==> src/rtl/store_buffer.sv <==
// Posted-write store buffer between the memory stage and the data memory.
// Stores queue in a small FIFO and retire in the background; non-aliasing loads bypass the queue.
module store_buffer #(
  parameter int unsigned DEPTH    = 4,
  parameter int unsigned WADDR_HI = 11
) (
  input  logic        clk,
  input  logic        rst_n,
  input  logic [31:0] addr,
  input  logic [31:0] write_data,
  input  logic        memwrite,
  input  logic        memread,
  input  logic [3:0]  sign_mask,
  output logic [31:0] read_data,
  output logic        stall,
  output logic        empty,
  output logic [31:0] mem_addr,
  output logic [31:0] mem_write_data,
  output logic        mem_memwrite,
  output logic        mem_memread,
  output logic [3:0]  mem_sign_mask,
  input  logic [31:0] mem_read_data,
  input  logic        mem_busy
);

  localparam int unsigned PW = $clog2(DEPTH);
  localparam logic [PW:0] DEPTH_C = (PW+1)'(DEPTH);

  typedef enum logic [1:0] {
    D_IDLE,
    D_ISSUE,
    D_WAIT
  } dstate_t;

  dstate_t state;

  logic [31:0] q_addr [DEPTH];
  logic [31:0] q_data [DEPTH];
  logic [3:0]  q_mask [DEPTH];

  logic [PW:0]   wr_ptr;
  logic [PW:0]   rd_ptr;
  logic [PW:0]   count;
  logic [PW-1:0] offs;
  logic          full;
  logic          hazard;
  logic          load_issue;
  logic          push;
  logic          pop;

  assign full = (count == DEPTH_C);
  assign push = memwrite & ~full;
  assign pop  = (state == D_WAIT) & ~mem_busy;

  // An entry is live when its distance from the head is below the occupancy.
  always_comb begin
    hazard = 1'b0;
    offs   = '0;
    for (int unsigned i = 0; i < DEPTH; i++) begin
      offs = PW'(i) - rd_ptr[PW-1:0];
      if (({1'b0, offs} < count) && (q_addr[i][WADDR_HI:2] == addr[WADDR_HI:2]))
        hazard = 1'b1;
    end
    hazard = hazard & memread;
  end

  // A combined read+write request is a store, so it never issues a load.
  assign load_issue = memread & ~memwrite & ~hazard & (state == D_IDLE) & ~mem_busy;

  assign stall = memwrite ? full : (memread & ~load_issue);
  assign empty = (count == '0) & (state == D_IDLE);
  assign read_data = mem_read_data;

  always_comb begin
    mem_addr       = addr;
    mem_write_data = write_data;
    mem_sign_mask  = sign_mask;
    mem_memread    = 1'b0;
    mem_memwrite   = 1'b0;
    if (state != D_IDLE) begin
      mem_addr       = q_addr[rd_ptr[PW-1:0]];
      mem_write_data = q_data[rd_ptr[PW-1:0]];
      mem_sign_mask  = q_mask[rd_ptr[PW-1:0]];
      mem_memwrite   = (state == D_ISSUE);
    end else begin
      mem_memread    = load_issue;
    end
  end

  always_ff @(posedge clk) begin
    if (push) begin
      q_addr[wr_ptr[PW-1:0]] <= addr;
      q_data[wr_ptr[PW-1:0]] <= write_data;
      q_mask[wr_ptr[PW-1:0]] <= sign_mask;
    end
  end

  always_ff @(posedge clk or negedge rst_n) begin
    if (!rst_n) begin
      wr_ptr <= '0;
      rd_ptr <= '0;
      count  <= '0;
    end else begin
      if (push)
        wr_ptr <= wr_ptr + 1'b1;
      if (pop)
        rd_ptr <= rd_ptr + 1'b1;
      case ({push, pop})
        2'b10:   count <= count + 1'b1;
        2'b01:   count <= count - 1'b1;
        default: count <= count;
      endcase
    end
  end

  always_ff @(posedge clk or negedge rst_n) begin
    if (!rst_n) begin
      state <= D_IDLE;
    end else begin
      case (state)
        D_IDLE:  if ((count != '0) && !mem_busy && !load_issue) state <= D_ISSUE;
        D_ISSUE: state <= D_WAIT;
        D_WAIT:  if (!mem_busy) state <= D_IDLE;
        default: state <= D_IDLE;
      endcase
    end
  end

endmodule
==> config.mk <==
export PLATFORM = sky130hd
export DESIGN_NAME = store_buffer
export DESIGN_NICKNAME = d
export VERILOG_FILES = /design/src/rtl/store_buffer.sv
export SDC_FILE = /design/constraint.sdc
export NUM_CORES = 1
export LEC_CHECK = 0
export CAP_MARGIN = 20
export CORE_ASPECT_RATIO = 0.5
export CORE_UTILIZATION = 45
export DETAILED_ROUTE_END_ITERATION = 10
export GPL_ROUTABILITY_DRIVEN = 0
export MAX_ROUTING_LAYER = met4
export PLACE_DENSITY = 0.75
export SLEW_MARGIN = 20
export SYNTH_ARGS = -nofsm -noshare
export SYNTH_HDL_FRONTEND = slang
export SYNTH_SLANG_ARGS = --single-unit
==> constraint.sdc <==
create_clock -name clk -period 2.9 [get_ports clk]
set_input_delay 0.725 -clock clk [delete_from_list [all_inputs] [get_ports clk]]
set_output_delay 0.725 -clock clk [all_outputs]
set_load 0.03 [all_outputs]
==> results of run 1 <==
critical path: cells and delay by family (launching register included):
family,cells,cell delay [ns]
buf+inv,4,0.69
simple gates,2,0.69
flops,1,0.43
compound gates,3,0.37
path summary, 6_finish.rpt:
check | cells after the start | start | to | slack (ns)
worst max register to register | 8 | state[0] | count[2] | 0.83
max in group asynchronous | 1 | rst_n | rd_ptr[1] | 2.07
worst min-delay path | 1 | rst_n | state[1] | 0.49
min in group clk | 2 | count[0] | count[0] | 0.64
worst max-delay path | 9 | rd_ptr[0] | stall | -0.54
worst min register to register | 2 | count[0] | count[0] | 0.64
where the power goes:
group          switching [mW]  internal (mW)
combinational            3.70           3.35
sequential              0.244           5.36
clock                    1.42           1.78
cells by family (layout without fill, tap and decap cells):
logic type	after synthesis	in the layout	synth area share, %
and+or+nand+nor	34	34	1.68
AOI/OAI and AO/OA	13	13	0.669
adders and majority gates	10	10	1.11
DFF	281	281	70.1
buffers and inverters	75	310	3.71
xor gates and xnor gates	47	47	3.44
muxes	137	137	19.3
cells in the mapped netlist, types with 3 or more instances:
cell type	number
a21oi_1	3
and2_1	4
buf_2	10
buf_4	33
clkbuf_1	19
dfrtp_1	9
edfxtp_1	272
ha_1	9
inv_1	9
mux2_2	68
mux4_2	68
nand4_1	3
nor2_1	4
nor4_1	7
o21ai_0	4
xnor2_1	14
xor2_1	33
what timing repair did:
action	in CTS	in global routing
endpoints found under the setup margin	71	71
buffers inserted	4	2
pin swaps	8	0
gates cloned	1	4
gates resized for setup	187	13
per-stage QoR:
| step | util, % | setup slack (ns) | hold WS, ns |
|---|---|---|---|
| floorplan | - | -0.0760 | 0.429 |
| global placement | 56.1 | -1.04 | 0.602 |
| detailed placement | 56.1 | -1.06 | 0.619 |
| CTS | 59.8 | -0.529 | 0.484 |
| global route | 60.2 | -0.670 | 0.514 |
| finish | 60.2 | -0.538 | 0.491 |
cell type report:
cell class                      instances  area, um2
Clock buffer                           30        687
Clock inverter                         18        109
Fill cell                            1871      10200
Inverter                                9       33.8
Multi-Input combinational cell        241       3200
Sequential cell                       281       8400
Tap cell                              344        430
Timing Repair Buffer                  253       2580
flip-flops by register name, summed over array words and instances (netlist names):
| name | cells |
|---|---|
| count | 3 |
| q_addr | 128 |
| q_data | 128 |
| q_mask | 16 |
| rd_ptr | 2 |
| state | 2 |
| wr_ptr | 2 |
routing by layer:
metal	share of wire (%)	vias to the layer above	track usage [%]
li1	-	2792	-
met3	4.9	48	3.06
met4	2.3	0	5.02
met5	0	-	-
met2	50	137	32.0
met1	42	3208	24.4
layout by cell type (no fill, tap or decap), types with 9 or more instances in the layout:
master | Yosys | routed
buf_12 | 0 | 17
clkinv_1 | 0 | 9
inv_1 | 9 | 9
xor2_1 | 33 | 33
edfxtp_1 | 272 | 272
clkdlybuf4s15_2 | 0 | 45
clkbuf_16 | 0 | 30
dlygate4sd2_1 | 0 | 11
buf_4 | 33 | 96
clkdlybuf4s50_1 | 0 | 65
ha_1 | 9 | 9
xnor2_1 | 14 | 13
mux2_2 | 68 | 68
mux4_2 | 68 | 68
==> results.txt, run 1 <==
max-cap viol count -> 0
WP data arrival -> 2.71 ns
maximum root-to-sink buffer count -> 3
Synth Flop Type -> edfxtp_1
crit-path most repeated cell -> buf_8
antenna-violating nets left -> 0
hold_buf cts -> 0
Peak Freq -> 0.291 GHz
DP HPWL -> 15,400 um
Tot Pwr -> 15.9 mW
# setup viols final -> 70
number of synthesized flops with an enable pin -> 272
layout cell share with drive strength beyond 1 -> 44.0%
Worst Clk Skew -> 0.0108 ns
Mapped Area -> 12,000 um2
WL per Instance -> 21.4 um
area delta synth->final -> 29.0%
initial antenna violation count -> 0
PwrDens -> 1030 nW/um2
worst vdd ir -> 657 uV
DRT Pass-1 Iters -> 5
Total Routing Usage GR -> 19.1%
run status -> finished with violations
Avg Synthesized Cell Area -> 20.1 um2
Synth area leader -> edfxtp_1
Slew headroom -> 64.7%
Worst-Skew Late Latency -> 0.53 ns
Final Hold Viols -> 0
Port Buffers -> 144
Yosys cell types -> 38
RSZ-0062 raised after global routing -> yes
crit-path max cell delay -> 0.56 ns
vias per cell -> 5.26
Worst-path clk slew -> 0.07 ns
Yosys reg bits -> 281
failing checks -> setup timing
Horiz. Die Dim -> 233 um
largest net degree at the start of global routing -> 65
fin worst setup slack -> -0.538 ns
Clock Sinks -> 281
Yosys Warn Count -> 0
die area -> 27,300 um2
Core ar. -> 25,600 um2
Leak -> 5.35 nW
Max H-tree Level -> 1
drt total wl -> 25,200 um
DRT iter0 DRCs -> 343
# rows -> 41
CP max-delay cell -> or4_4
design area -> 15,400 um2
Crit Path Max Fanout -> 10
fin crit period -> 3.44 ns
Final period util -> 119%
Slew @ Worst Pin -> 0.530 ns
Root Driver -> clkbuf_16
ys async rst share -> 3.20%
CTS tree -> done
Worst setup SP type -> register
setup TNS -> -17.35 ns
vias post-DR -> 6,185
largest cells by area after synthesis -> edfxtp_1, mux4_2, mux2_2
dpl cells -> 1,117
Required @ worst endpoint -> 2.17 ns
DRC violations left -> 0
syn nets -> 712
post-synth top area share -> 68.2%
vias in the first global route -> 6,765
initial core utilization -> 46.7%
Setup Crit Path Kind -> register to output port
worst-path cell chain -> buf_8, buf_8, a21oi_1, nor2_2, o21ai_1, or4_4, buf_4, a211oi_4, buf_6
number of diodes -> 0
TritonCTS buffer count -> 26
fin cells -> 1,176
Die Y -> 117 um
total gr overflow -> 0
register area share after synthesis -> 70.1%
Post-Syn Instances -> 597
final net count -> 927
first-pass GRT wire length -> 38,500 um
Post-DP Area -> 14,400 um2
max-slew violation count -> 0
Hold Crit Class -> primary input to asynchronous set/reset pin
critical path capture point type -> output port
IO Pins -> 209
(Power assumes the default switching activity.)
==> run 2, diff against run 1 <==
CORE_ASPECT_RATIO = 0.7   (was 0.5)
CORE_MARGIN = 2   (was unset)
PLACE_DENSITY = 0.71   (was 0.75)
==> results.txt, run 2 (synthesized netlist as in run 1, its figures left out) <==
run status -> finished with violations
failing checks -> setup timing
reg-to-reg setup timing slack -> 0.79 ns
Slew @ Worst Pin -> 0.472 ns
largest net degree at the start of global routing -> 56
hold_buf cts -> 0
r2r startpoint -> state[0]
DP HPWL -> 15,500 um
IO Pins -> 209
final net count -> 945
WHS -> 0.514 ns
Tot Pwr -> 17.3 mW
crit-path max cell delay -> 0.53 ns
area delta synth->final -> 33.0%
WP data arrival -> 2.67 ns
# setup viols final -> 69
vias post-DR -> 6,365
drt total wl -> 26,400 um
WL per Instance -> 21.8 um
max-slew violation count -> 0
total gr overflow -> 0
Port Buffers -> 144
Register Area -> 8400 um2
Final Hold Viols -> 0
CP Buf/Inv Count -> 2
Worst setup SP type -> primary input
worst vdd ir -> 603 uV
most frequent cells in the layout -> edfxtp_1, buf_4, mux4_2
vias per cell -> 5.26
PwrDens -> 1090 nW/um2
first-pass GRT wire length -> 39,300 um
Required @ worst endpoint -> 2.17 ns
die area -> 27,900 um2
Horiz. Die Dim -> 199 um
initial core utilization -> 46.2%
maximum root-to-sink buffer count -> 3
fin cells -> 1,210
fin worst setup slack -> -0.493 ns
Peak Freq -> 0.295 GHz
commonest non-fill, non-tap cell in the layout -> edfxtp_1
DRT iter0 DRCs -> 352
antenna-violating nets left -> 0
Worst Clk Skew -> 0.0278 ns
vias in the first global route -> 6,790
Fill cells -> 1,875
layout cell share with drive strength beyond 1 -> 46.6%
initial antenna violation count -> 1
Leak -> 5.74 nW
# rows -> 49
TritonCTS buffer count -> 28
Hold Crit Class -> primary input to asynchronous set/reset pin
DRC violations left -> 0
RSZ-0062 raised after global routing -> yes
Crit Path Max Fanout -> 2
area of the multi-input gates -> 3390 um2
Root Driver -> clkbuf_16
setup TNS -> -14.35 ns
Setup Crit Path Kind -> primary input to output port
DRT Pass-1 Iters -> 5
CP max-delay cell -> or4_4
CTS tree -> done
fin crit period -> 3.39 ns
Final period util -> 117%
worst r2r dst -> count[2]
Core ar. -> 25,900 um2
worst-path cell chain -> dlygate4sd2_1, xor2_1, nor4_2, o21ai_1, or4_4, and3_2, clkdlybuf4s15_2
Total Routing Usage GR -> 19.1%
Worst R2R Path Depth -> 8
Clock Sinks -> 281
Slew headroom -> 68.5%
Setup WS pre-CTS -> -0.993 ns
Max H-tree Level -> 1
max-cap viol count -> 0
critical path's top delay family -> simple AND/OR/NAND/NOR gates
Worst-path clk slew -> 0.06 ns
Worst-Skew Late Latency -> 0.56 ns
Die Y -> 140 um
critical path capture point type -> output port
dpl cells -> 1,127
[run 2: cell count changes in the layout (fill, tap and decap cells not counted), sizes merged]
cell / change
buf: +65
bufinv: +2
clkdlybuf4s15: -44
clkdlybuf4s50: -2
diode: +1
dlygate4sd2: -3
dlymetal6s2s: +1
inv: +1
[run 2: report_power, final]
group	total (mW)	switching (mW)	internal [mW]
clock network	3.57	1.53	2.05
registers	5.63	0.268	5.36
logic	8.08	4.00	4.08
total	17.3	5.80	11.5
[run 2: area by class of cell]
class                      count  area share, %
sequential                   281           52.8
multi-input combinational    241           21.3
timing repair buffer         269           17.2
clock buffer                  31           4.47
tap                          357           2.81
clock inverter                21           1.30
inverter                       9          0.212
antenna                        1         0.0157
[run 2: routing by layer]
metal / track usage (%) / vias up / share of wire, %
met5: - / - / 0
met4: 4.28 / 0 / 2.0
met3: 3.83 / 54 / 6.1
met2: 29.1 / 198 / 47
met1: 26.7 / 3279 / 44
li1: - / 2834 / -
[run 2: stage by stage]
step           util, %  area (um2)
4_1_cts           60.0       15600
6_report          61.4       15900
3_3_place_gp      55.1       14300
5_1_grt           61.4       15900
2_1_floorplan        -       12000
3_5_place_dp      55.1       14300
[run 2: timing repair]
item	in CTS	in global routing
pin swaps	11	7
setup endpoints to repair	71	71
cloned	3	4
buffers inserted	7	19
gates resized for setup	241	249
[run 2: how the worst max path moves through the flow]
stage,to,start,slack (ns),cells past startpoint
after floorplan,stall,addr[4],-0.08,6
after global placement,mem_memread,addr[4],-1.0,7
after detailed placement,mem_memread,addr[4],-0.99,10
after CTS,stall,rd_ptr[1],-0.46,9
after global routing,stall,rd_ptr[1],-0.54,9
final,mem_memread,addr[4],-0.49,7
